===== src/rtl/sig_accumulator_if.sv =====
// Sample handshake between the upstream test module's `y` bus and the signature stage.
// The upstream side is the master; the accumulator consumes through the slave modport.
interface sig_accumulator_if #(
   parameter int DATA_W = 1459
);
   logic              in_valid;
   logic [DATA_W-1:0] in_data;
   logic              in_ready;

   modport master (
      output in_valid,
      output in_data,
      input  in_ready
   );

   modport slave (
      input  in_valid,
      input  in_data,
      output in_ready
   );
endinterface


===== src/rtl/sig_accumulator.sv =====
// Folds NUM_SAMPLES wide samples into one SIG_W-bit signature, one chunk per clock.
// Optional build macro SIG_ACC_MIX_INDEX_EN also mixes the chunk index into every fold.
//
// state | meaning
// ------+--------------------------------------------------------------
// IDLE  | after reset, waiting for start
// WAIT  | in_ready high, waiting for the next sample
// FOLD  | folding the held sample, one SIG_W chunk per cycle
// DONE  | final signature presented (sig_valid), waiting for start
module sig_accumulator #(
   parameter int               DATA_W      = 1459,
   parameter int               SIG_W       = 32,
   parameter int               NUM_SAMPLES = 256,
   parameter logic [SIG_W-1:0] SEED        = '0,
   localparam int              CHUNKS      = (DATA_W + SIG_W - 1) / SIG_W,
   localparam int              CNT_W       = $clog2(NUM_SAMPLES + 1)
) (
   input  logic                 clk,
   input  logic                 rst_n,
   input  logic                 start,
   sig_accumulator_if.slave     in_if,
   output logic [SIG_W-1:0]     sig,
   output logic                 sig_valid,
   output logic                 busy,
   output logic [CNT_W-1:0]     sample_cnt
);

   localparam int HOLD_W = CHUNKS * SIG_W;
   localparam int IDX_W  = (CHUNKS > 1) ? $clog2(CHUNKS) : 1;
   localparam logic [IDX_W-1:0] IDX_LAST   = IDX_W'(CHUNKS - 1);
   localparam logic [CNT_W-1:0] CNT_TARGET = CNT_W'(NUM_SAMPLES);

   localparam logic [1:0] ST_IDLE = 2'd0;
   localparam logic [1:0] ST_WAIT = 2'd1;
   localparam logic [1:0] ST_FOLD = 2'd2;
   localparam logic [1:0] ST_DONE = 2'd3;

   logic [1:0]        state_q, state_d;
   logic [HOLD_W-1:0] hold_q, hold_d;
   logic [IDX_W-1:0]  idx_q, idx_d;
   logic [SIG_W-1:0]  sig_q, sig_d;
   logic [CNT_W-1:0]  cnt_q, cnt_d;
   logic [SIG_W-1:0]  chunk;
   logic [SIG_W-1:0]  folded;

   // The hold register is padded to whole chunks and shifted down one chunk per
   // fold, so the current chunk is always the bottom slice and padding reads as 0.
   assign chunk = hold_q[SIG_W-1:0];

`ifdef SIG_ACC_MIX_INDEX_EN
   assign folded = {sig_q[SIG_W-2:0], sig_q[SIG_W-1]} ^ chunk ^ SIG_W'(idx_q);
`else
   assign folded = {sig_q[SIG_W-2:0], sig_q[SIG_W-1]} ^ chunk;
`endif

   always_comb begin
      state_d = state_q;
      hold_d  = hold_q;
      idx_d   = idx_q;
      sig_d   = sig_q;
      cnt_d   = cnt_q;
      case (state_q)
         ST_IDLE, ST_DONE: begin
            if (start) begin
               sig_d   = SEED;
               cnt_d   = '0;
               state_d = ST_WAIT;
            end
         end
         ST_WAIT: begin
            if (in_if.in_valid) begin
               hold_d  = HOLD_W'(in_if.in_data);
               idx_d   = '0;
               state_d = ST_FOLD;
            end
         end
         ST_FOLD: begin
            sig_d  = folded;
            hold_d = hold_q >> SIG_W;
            if (idx_q == IDX_LAST) begin
               cnt_d   = cnt_q + 1'b1;
               idx_d   = '0;
               state_d = (cnt_d == CNT_TARGET) ? ST_DONE : ST_WAIT;
            end else begin
               idx_d = idx_q + 1'b1;
            end
         end
         default: state_d = ST_IDLE;
      endcase
   end

   always_ff @(posedge clk) begin
      if (!rst_n) begin
         state_q <= ST_IDLE;
         hold_q  <= '0;
         idx_q   <= '0;
         sig_q   <= '0;
         cnt_q   <= '0;
      end else begin
         state_q <= state_d;
         hold_q  <= hold_d;
         idx_q   <= idx_d;
         sig_q   <= sig_d;
         cnt_q   <= cnt_d;
      end
   end

   // in_ready depends on the state register alone; in_valid never reaches it.
   assign in_if.in_ready = (state_q == ST_WAIT);
   assign busy           = (state_q == ST_WAIT) || (state_q == ST_FOLD);
   assign sig_valid      = (state_q == ST_DONE);
   assign sig            = sig_q;
   assign sample_cnt     = cnt_q;

endmodule


===== src/flat_wrapper.sv =====
// flat-port wrapper written by rule: the top's interface ports become plain ports
module sig_accumulator_flat 
#(
   parameter int               DATA_W      = 1459,
   parameter int               SIG_W       = 32,
   parameter int               NUM_SAMPLES = 256,
   parameter logic [SIG_W-1:0] SEED        = '0,
   localparam int              CHUNKS      = (DATA_W + SIG_W - 1) / SIG_W,
   localparam int              CNT_W       = $clog2(NUM_SAMPLES + 1)
)
  (clk, rst_n, start, sig, sig_valid, busy, sample_cnt, in_if_in_valid, in_if_in_data, in_if_in_ready);
  sig_accumulator_if #(.DATA_W(DATA_W)) in_if_i ();
  input  logic clk;
  input  logic rst_n;
  input  logic start;
  output logic [SIG_W-1:0] sig;
  output logic sig_valid;
  output logic busy;
  output logic [CNT_W-1:0] sample_cnt;
  input wire logic [$bits(in_if_i.in_valid)-1:0] in_if_in_valid;
  input wire logic [$bits(in_if_i.in_data)-1:0] in_if_in_data;
  output wire logic [$bits(in_if_i.in_ready)-1:0] in_if_in_ready;
  assign in_if_i.in_valid = in_if_in_valid;
  assign in_if_i.in_data = in_if_in_data;
  assign in_if_in_ready = in_if_i.in_ready;
  sig_accumulator #(.DATA_W(DATA_W), .SIG_W(SIG_W), .NUM_SAMPLES(NUM_SAMPLES), .SEED(SEED)) u_core (.clk(clk), .rst_n(rst_n), .start(start), .in_if(in_if_i), .sig(sig), .sig_valid(sig_valid), .busy(busy), .sample_cnt(sample_cnt));
endmodule

===== config.mk =====
export PLATFORM = sky130hd
export DESIGN_NAME = sig_accumulator_flat
export DESIGN_NICKNAME = d
export VERILOG_FILES = /design/src/rtl/sig_accumulator_if.sv /design/src/rtl/sig_accumulator.sv /design/src/flat_wrapper.sv
export SDC_FILE = /design/constraint.sdc
export NUM_CORES = 2
export LEC_CHECK = 0
export ABC_AREA = 1
export ABC_CLOCK_PERIOD_IN_PS = 4990
export CAP_MARGIN = 20
export CELL_PAD_IN_SITES_DETAIL_PLACEMENT = 0
export CELL_PAD_IN_SITES_GLOBAL_PLACEMENT = 1
export CORE_AREA = 2 2 581 583
export CTS_CLUSTER_DIAMETER = 40
export DETAILED_ROUTE_END_ITERATION = 7
export DIE_AREA = 0 0 583 585
export HOLD_SLACK_MARGIN = 0.03
export PLACE_DENSITY_LB_ADDON = 0.1
export SLEW_MARGIN = 20
export SYNTH_ARGS = -nofsm -noshare
export SYNTH_HDL_FRONTEND = slang
export SYNTH_SLANG_ARGS = --single-unit

===== constraint.sdc =====
create_clock -name clk -period 4.99 [get_ports clk]
set_clock_uncertainty 0.05 [all_clocks]
set_input_delay 0.7485 -clock clk [delete_from_list [all_inputs] [get_ports clk]]
set_output_delay 0.7485 -clock clk [all_outputs]
set_load 0.05 [all_outputs]

Yosys cells after proc, flatten, opt, wreduce, memory -nomap -nowiden
Cells that the tools add are included.

Word-level logic and storage cells: 40. Output and inout port bits: 44. Input bits: 1463. Register bits: 1521.

Multiplexer cells: 15. Bitwise operators: 1. Add/sub/neg operators: 2. Equality and inequality tests: 8. Reduce and logical (&&, ||, !) cells: 9.

Operators with widths (number): $pmux W1472 S2 (1); $mux W1472 (1); $pmux W32 S2 (1); $mux W32 (1); $xor A32 B32 Y32 (1); $mux W9 (2); $pmux W9 S2 (1); $mux W6 (2); $pmux W6 S2 (1); $add A9 B1 Y9 const B (1); $eq A9 B9 Y1 const B (1); $mux W2 (4); $add A6 B1 Y6 const B (1); $eq A6 B6 Y1 const B (1); $pmux W2 S3 (1); $reduce_and A3 Y1 (2); $eq A2 B2 Y1 const B (2); $ne A2 B2 Y1 const B (2); $reduce_and A2 Y1 (2); $reduce_bool A2 Y1 (2); $eq A2 B1 Y1 const B (1); $logic_not A2 Y1 (1); $ne A2 B1 Y1 const B (1); $reduce_or A2 Y1 (1); $logic_or A1 B1 Y1 (1).

Depth between registers and ports, before layout
Depth after elaboration: 5. Gate-level depth with buffers: 11. Depth with buffers taken out: 11.

Worst setup path before layout
No wires, ideal clock.

Kind: flip-flop to flip-flop. Start: register u_core.state_q[1]. End: register u_core.hold_q[1456]. Data required time: 4808 ps. Cell stages (with the launch flop): 12. Buffers on the path: 3. Period minus slack after synthesis: 2207 ps. Data arrival time: 2025 ps. Setup time: 132 ps. Slack: 2783 ps. Path through: dfxtp_1 > inv_1 > ha_1 > inv_2 > or2_4 > o21ai_4 > inv_4 > buf_6 > buf_2 > buf_2 > nand3_1 > a21oi_1.

Cells in the longest elaborated chain, start to end: 3.

Ends and longest elaborated chain: from (decl) (line sig_accumulator.sv:38) `logic [1:0] state_q, state_d;`; from (signal assigned) (line sig_accumulator.sv:100) `state_q <= state_d;`; $eq A2 B1 Y1 *; via in_if_in_ready (line flat_wrapper.sv:22) `output wire logic [$bits(in_if_i.in_ready)-1:0] in_if_in_ready;`; $ne A2 B2 Y1 (no line) / $reduce_bool A2 Y1 (equally long branches); $reduce_and A2 Y1 (no line); to (signal assigned) (line sig_accumulator.sv:101) `hold_q <= hold_d;`; to (decl) (line sig_accumulator.sv:39) `logic [HOLD_W-1:0] hold_q, hold_d;`.

Mark *: on every way through the listed nets, which the timed path passes. The rest lies on a longest branch. A chain may end at the register's enable or synchronous reset.

Final worst setup path
Start: register u_core.state_q[0]. End: output busy.

Cells in the longest elaborated chain, start to end: 2.

Ends and longest elaborated chain: $eq A2 B1 Y1 / $eq A2 B2 Y1 (equally long branches) (line sig_accumulator.sv:110) `assign busy = (state_q == ST_WAIT) || (state_q == ST_FOLD);`; $logic_or A1 B1 Y1 * (line sig_accumulator.sv:110); to (decl) (line flat_wrapper.sv:18) `output logic busy;`.

Mark *: on every way between the ends. The rest lies on a longest branch, timed or not.

==> metrics.md <==
| Metric | Value |
|---|---|
| Number of storage elements in the synthesis netlist | 1508 |
| Signed area change from the synthesized netlist to the final layout | 51.67% |
| Port-buffer cells | 1506 |
| Final Net Count | 11030 |
| CTS root buf | clkbuf_16 |
| Congestion Overflow GR | 0 |
| Vias per Instance | 4.620 |
| Post-placement worst setup slack | 1.712 ns |
| Maximum number of pins on one net before global-route repair | 190 |
| Final total negative setup slack | 0 ns |
| Hold Fails Final Rpt | 0 |
| Static Leakage | 36.04 nW |
| Die footprint | 341100 sq um |
| Max-cap violations | 0 |
| Width of the die | 583 um |
| Synth warnings | 0 |
| Required time of the worst setup path | 4.19 ns |
| Placer congestion estimate | 0.8214 |
| HPWL reported at the end of detailed placement | 261.7 mm |
| Floorplan die height | 585 um |
| GR Layer Usage met1 | 0.2248 |
| CTS Hold Buffers Added | 0 |
| Setup repair after global routing missed its margin | no |
| Core Rows | 213 |
| CTS Buf Count | 377 |
| Final critical-path share of the clock period | 0.7249 |
| Worst Max-Slew Pin Slew | 1.328 ns |
| Final setup viols | 0 |
| CTS tree | done |
| Kind of end point of the critical path | primary output |
| Met3 Track Usage GR | 0.05867 |
| Starting DRT DRC Count | 4330 |
| Number of antenna violations at the first check in global routing | 311 |
| Count of H-tree levels built during CTS | 5 |
| Buffers from clock root to sink, at most | 4 |
| Final WS setup | 1.373 ns |
| Arrival time of data at the critical path endpoint | 2.82 ns |
| Post-synth net total | 9861 |
| Maximum resistive drop on vdd | 0.3038 mV |
| Number of routed nets with antenna violations | 0 |
| Gate count of the mapped netlist | 8390 |
| Final critical path time including I/O delays and setup | 3.617 ns |
| Kind of start point of the critical path | register |
| Outcome | complete, no violations |
| Count of vias placed by the detailed router | 66350 |
| Setup Crit Path Kind | reg -> out |
| Reg2reg setup slack | 1.87 ns |
| Via count of the first global-routing pass | 66050 |
| Post-synthesis sequential area ratio | 0.4844 |
| Distinct cell type count of the synthesized netlist | 26 |
| Maximum fanout along the worst path | 5 |
| Later-pin clock latency in the skew report | 0.90 ns |
| Class of the tightest hold or removal check | in -> reg |
| Global-route wire length before repair | 493.9 mm |
| Boundary Pins | 1507 |
| Global-route met2 utilization | 0.3590 |
| Busiest grt layer | met2 |
| Detailed-router iteration count before antenna repair | 8 |
| Number of sinks driven by the clock tree | 1508 |
| Starting utilization of the core area | 0.1859 |
| Fill cells | 36890 |
| Number of design rule violations left after detail routing | 0 |
| CORE AREA | 335300 sq um |
| Max-slew headroom | 0.1149 |
| Post-CTS Resized | 0 |
| Mean routed wirelength per cell | 24.88 um |
| Proportion of layout cells with a drive suffix above 1 | 0.07681 |
| Power density normalized to cell area | 581.8 nW/um^2 |
| Clock input transition at the sequential cells of the worst setup and hold paths | 0.04 ns |
| Count of final max-slew check failures | 0 |
| Routed wire length | 357.3 mm |
| Buffers inserted during post-CTS setup optimization | 0 |
| Fmax achieved | 276.4 MHz |
| Post-Synthesis Cell Area | 62320 sq um |
| Syn_area_per_cell | 7.428 sq um |
| Gr usage total | 0.1995 |
synth_stat cells:
cell / instances / area share
clkbuf_1: 516 / 0.031
dfxtp_1: 1508 / 0.48
o22ai_1: 1 / 0.00010
buf_6: 15 / 0.0027
xor2_1: 35 / 0.0049
a31oi_1: 1427 / 0.14
o21ai_0: 533 / 0.043
buf_1: 7 / 0.00042
a21oi_1: 78 / 0.0063
inv_2: 2 / 0.00012
buf_2: 273 / 0.022
o21ai_4: 1 / 0.00026
o21ai_1: 902 / 0.072
or2_4: 1 / 0.00014
nand2_1: 2987 / 0.18
o21bai_1: 1 / 0.00012
buf_4: 6 / 0.00072
nor2_4: 1 / 0.00018
nor2_1: 17 / 0.0010
inv_4: 1 / 0.00010
nand3b_1: 2 / 0.00024
xnor2_1: 2 / 0.00028
ha_1: 8 / 0.0016
nand4_1: 5 / 0.00050
inv_1: 21 / 0.0013
nand3_1: 40 / 0.0032
per-layer routing:
metal / share of wire / routed length [um]
met2: 0.51 / 180600
met4: 0.030 / 10620
met1: 0.39 / 138300
met3: 0.074 / 26540
met5: 0.0032 / 1147
cell families after synthesis:
logic type | Yosys count | share of synthesized area
compound gates | 2943 | 0.2652
xor+xnor | 37 | 0.005200
fa+ha+maj | 8 | 0.001606
buf+inv | 841 | 0.05834
flops | 1508 | 0.4844
simple gates | 3053 | 0.1852
final timing paths:
kind | from | endpoint | cells past startpoint
setup / recovery | u_core.state_q[0]$_SDFFE_PN0P_ | busy | 4
hold reg to reg | u_core.hold_q[563]$_SDFFE_PN0P_ | u_core.hold_q[531]$_SDFFE_PN0P_ | 2
setup reg to reg | u_core.state_q[0]$_SDFFE_PN0P_ | u_core.hold_q[913]$_SDFFE_PN0P_ | 7
hold / removal | rst_n | u_core.hold_q[263]$_SDFFE_PN0P_ | 3
metrics by stage:
step	area, sq um	util	hold slack [ns]	instances	power (mW)
after floorplan	62320	-	0.3955	8390	24.91
after global routing	94420	0.2816	0.2894	14320	57.93
after detailed placement	80770	0.2409	0.4063	13590	29.21
after global placement	80770	0.2409	0.4048	13590	29.11
after CTS	94340	0.2814	0.2533	14290	55.74
final	94520	0.2819	0.2804	14360	55.00
sequential cells by signal (all words and copies together), names as in the netlist:
signal / count
u_core.idx_q: 6
u_core.sig: 32
u_core.sample_cnt: 9
u_core.state_q: 2
u_core.hold_q: 1459
final cells by class:
type / instances / area (sq um) / area share
antenna: 74 / 185.2 / 0.001959
clock buffer: 535 / 11130 / 0.1177
clock inverter: 164 / 2446 / 0.02588
inverter: 24 / 116.4 / 0.001231
multi-input combinational: 6041 / 28530 / 0.3018
sequential: 1508 / 30190 / 0.3194
tap: 4407 / 5514 / 0.05834
timing repair buffer: 1609 / 16420 / 0.1737
cells in the final DEF (no fill, tap or decap), drive strengths merged:
cell type,count
nand3b,2
a21oi,78
a31oi,1427
bufinv,50
nor2,18
o21ai,1436
clkdlybuf4s50,1505
xnor2,2
clkinv,86
nand4,5
clkinvlp,18
o22ai,1
ha,8
diode,74
xor2,35
clkbuf,535
buf,104
dfxtp,1508
nand2,2987
nand3,40
inv,34
or2,1
o21bai,1
power breakdown:
part	leakage [nW]	switching [mW]	internal [mW]
Clock	6.66	8.09	18.0
Combinational	16.9	6.70	4.01
Sequential	12.4	2.36	15.8
Total	36.0	17.2	37.8
worst max-delay path: stages, from the launching register on:
cell             delay, ns
dfxtp_1               0.37
inv_1                 0.11
ha_4                  0.29
inv_1                 0.28
clkdlybuf4s50_1       0.89
No activity file was read; power rests on OpenSTA's default activity.
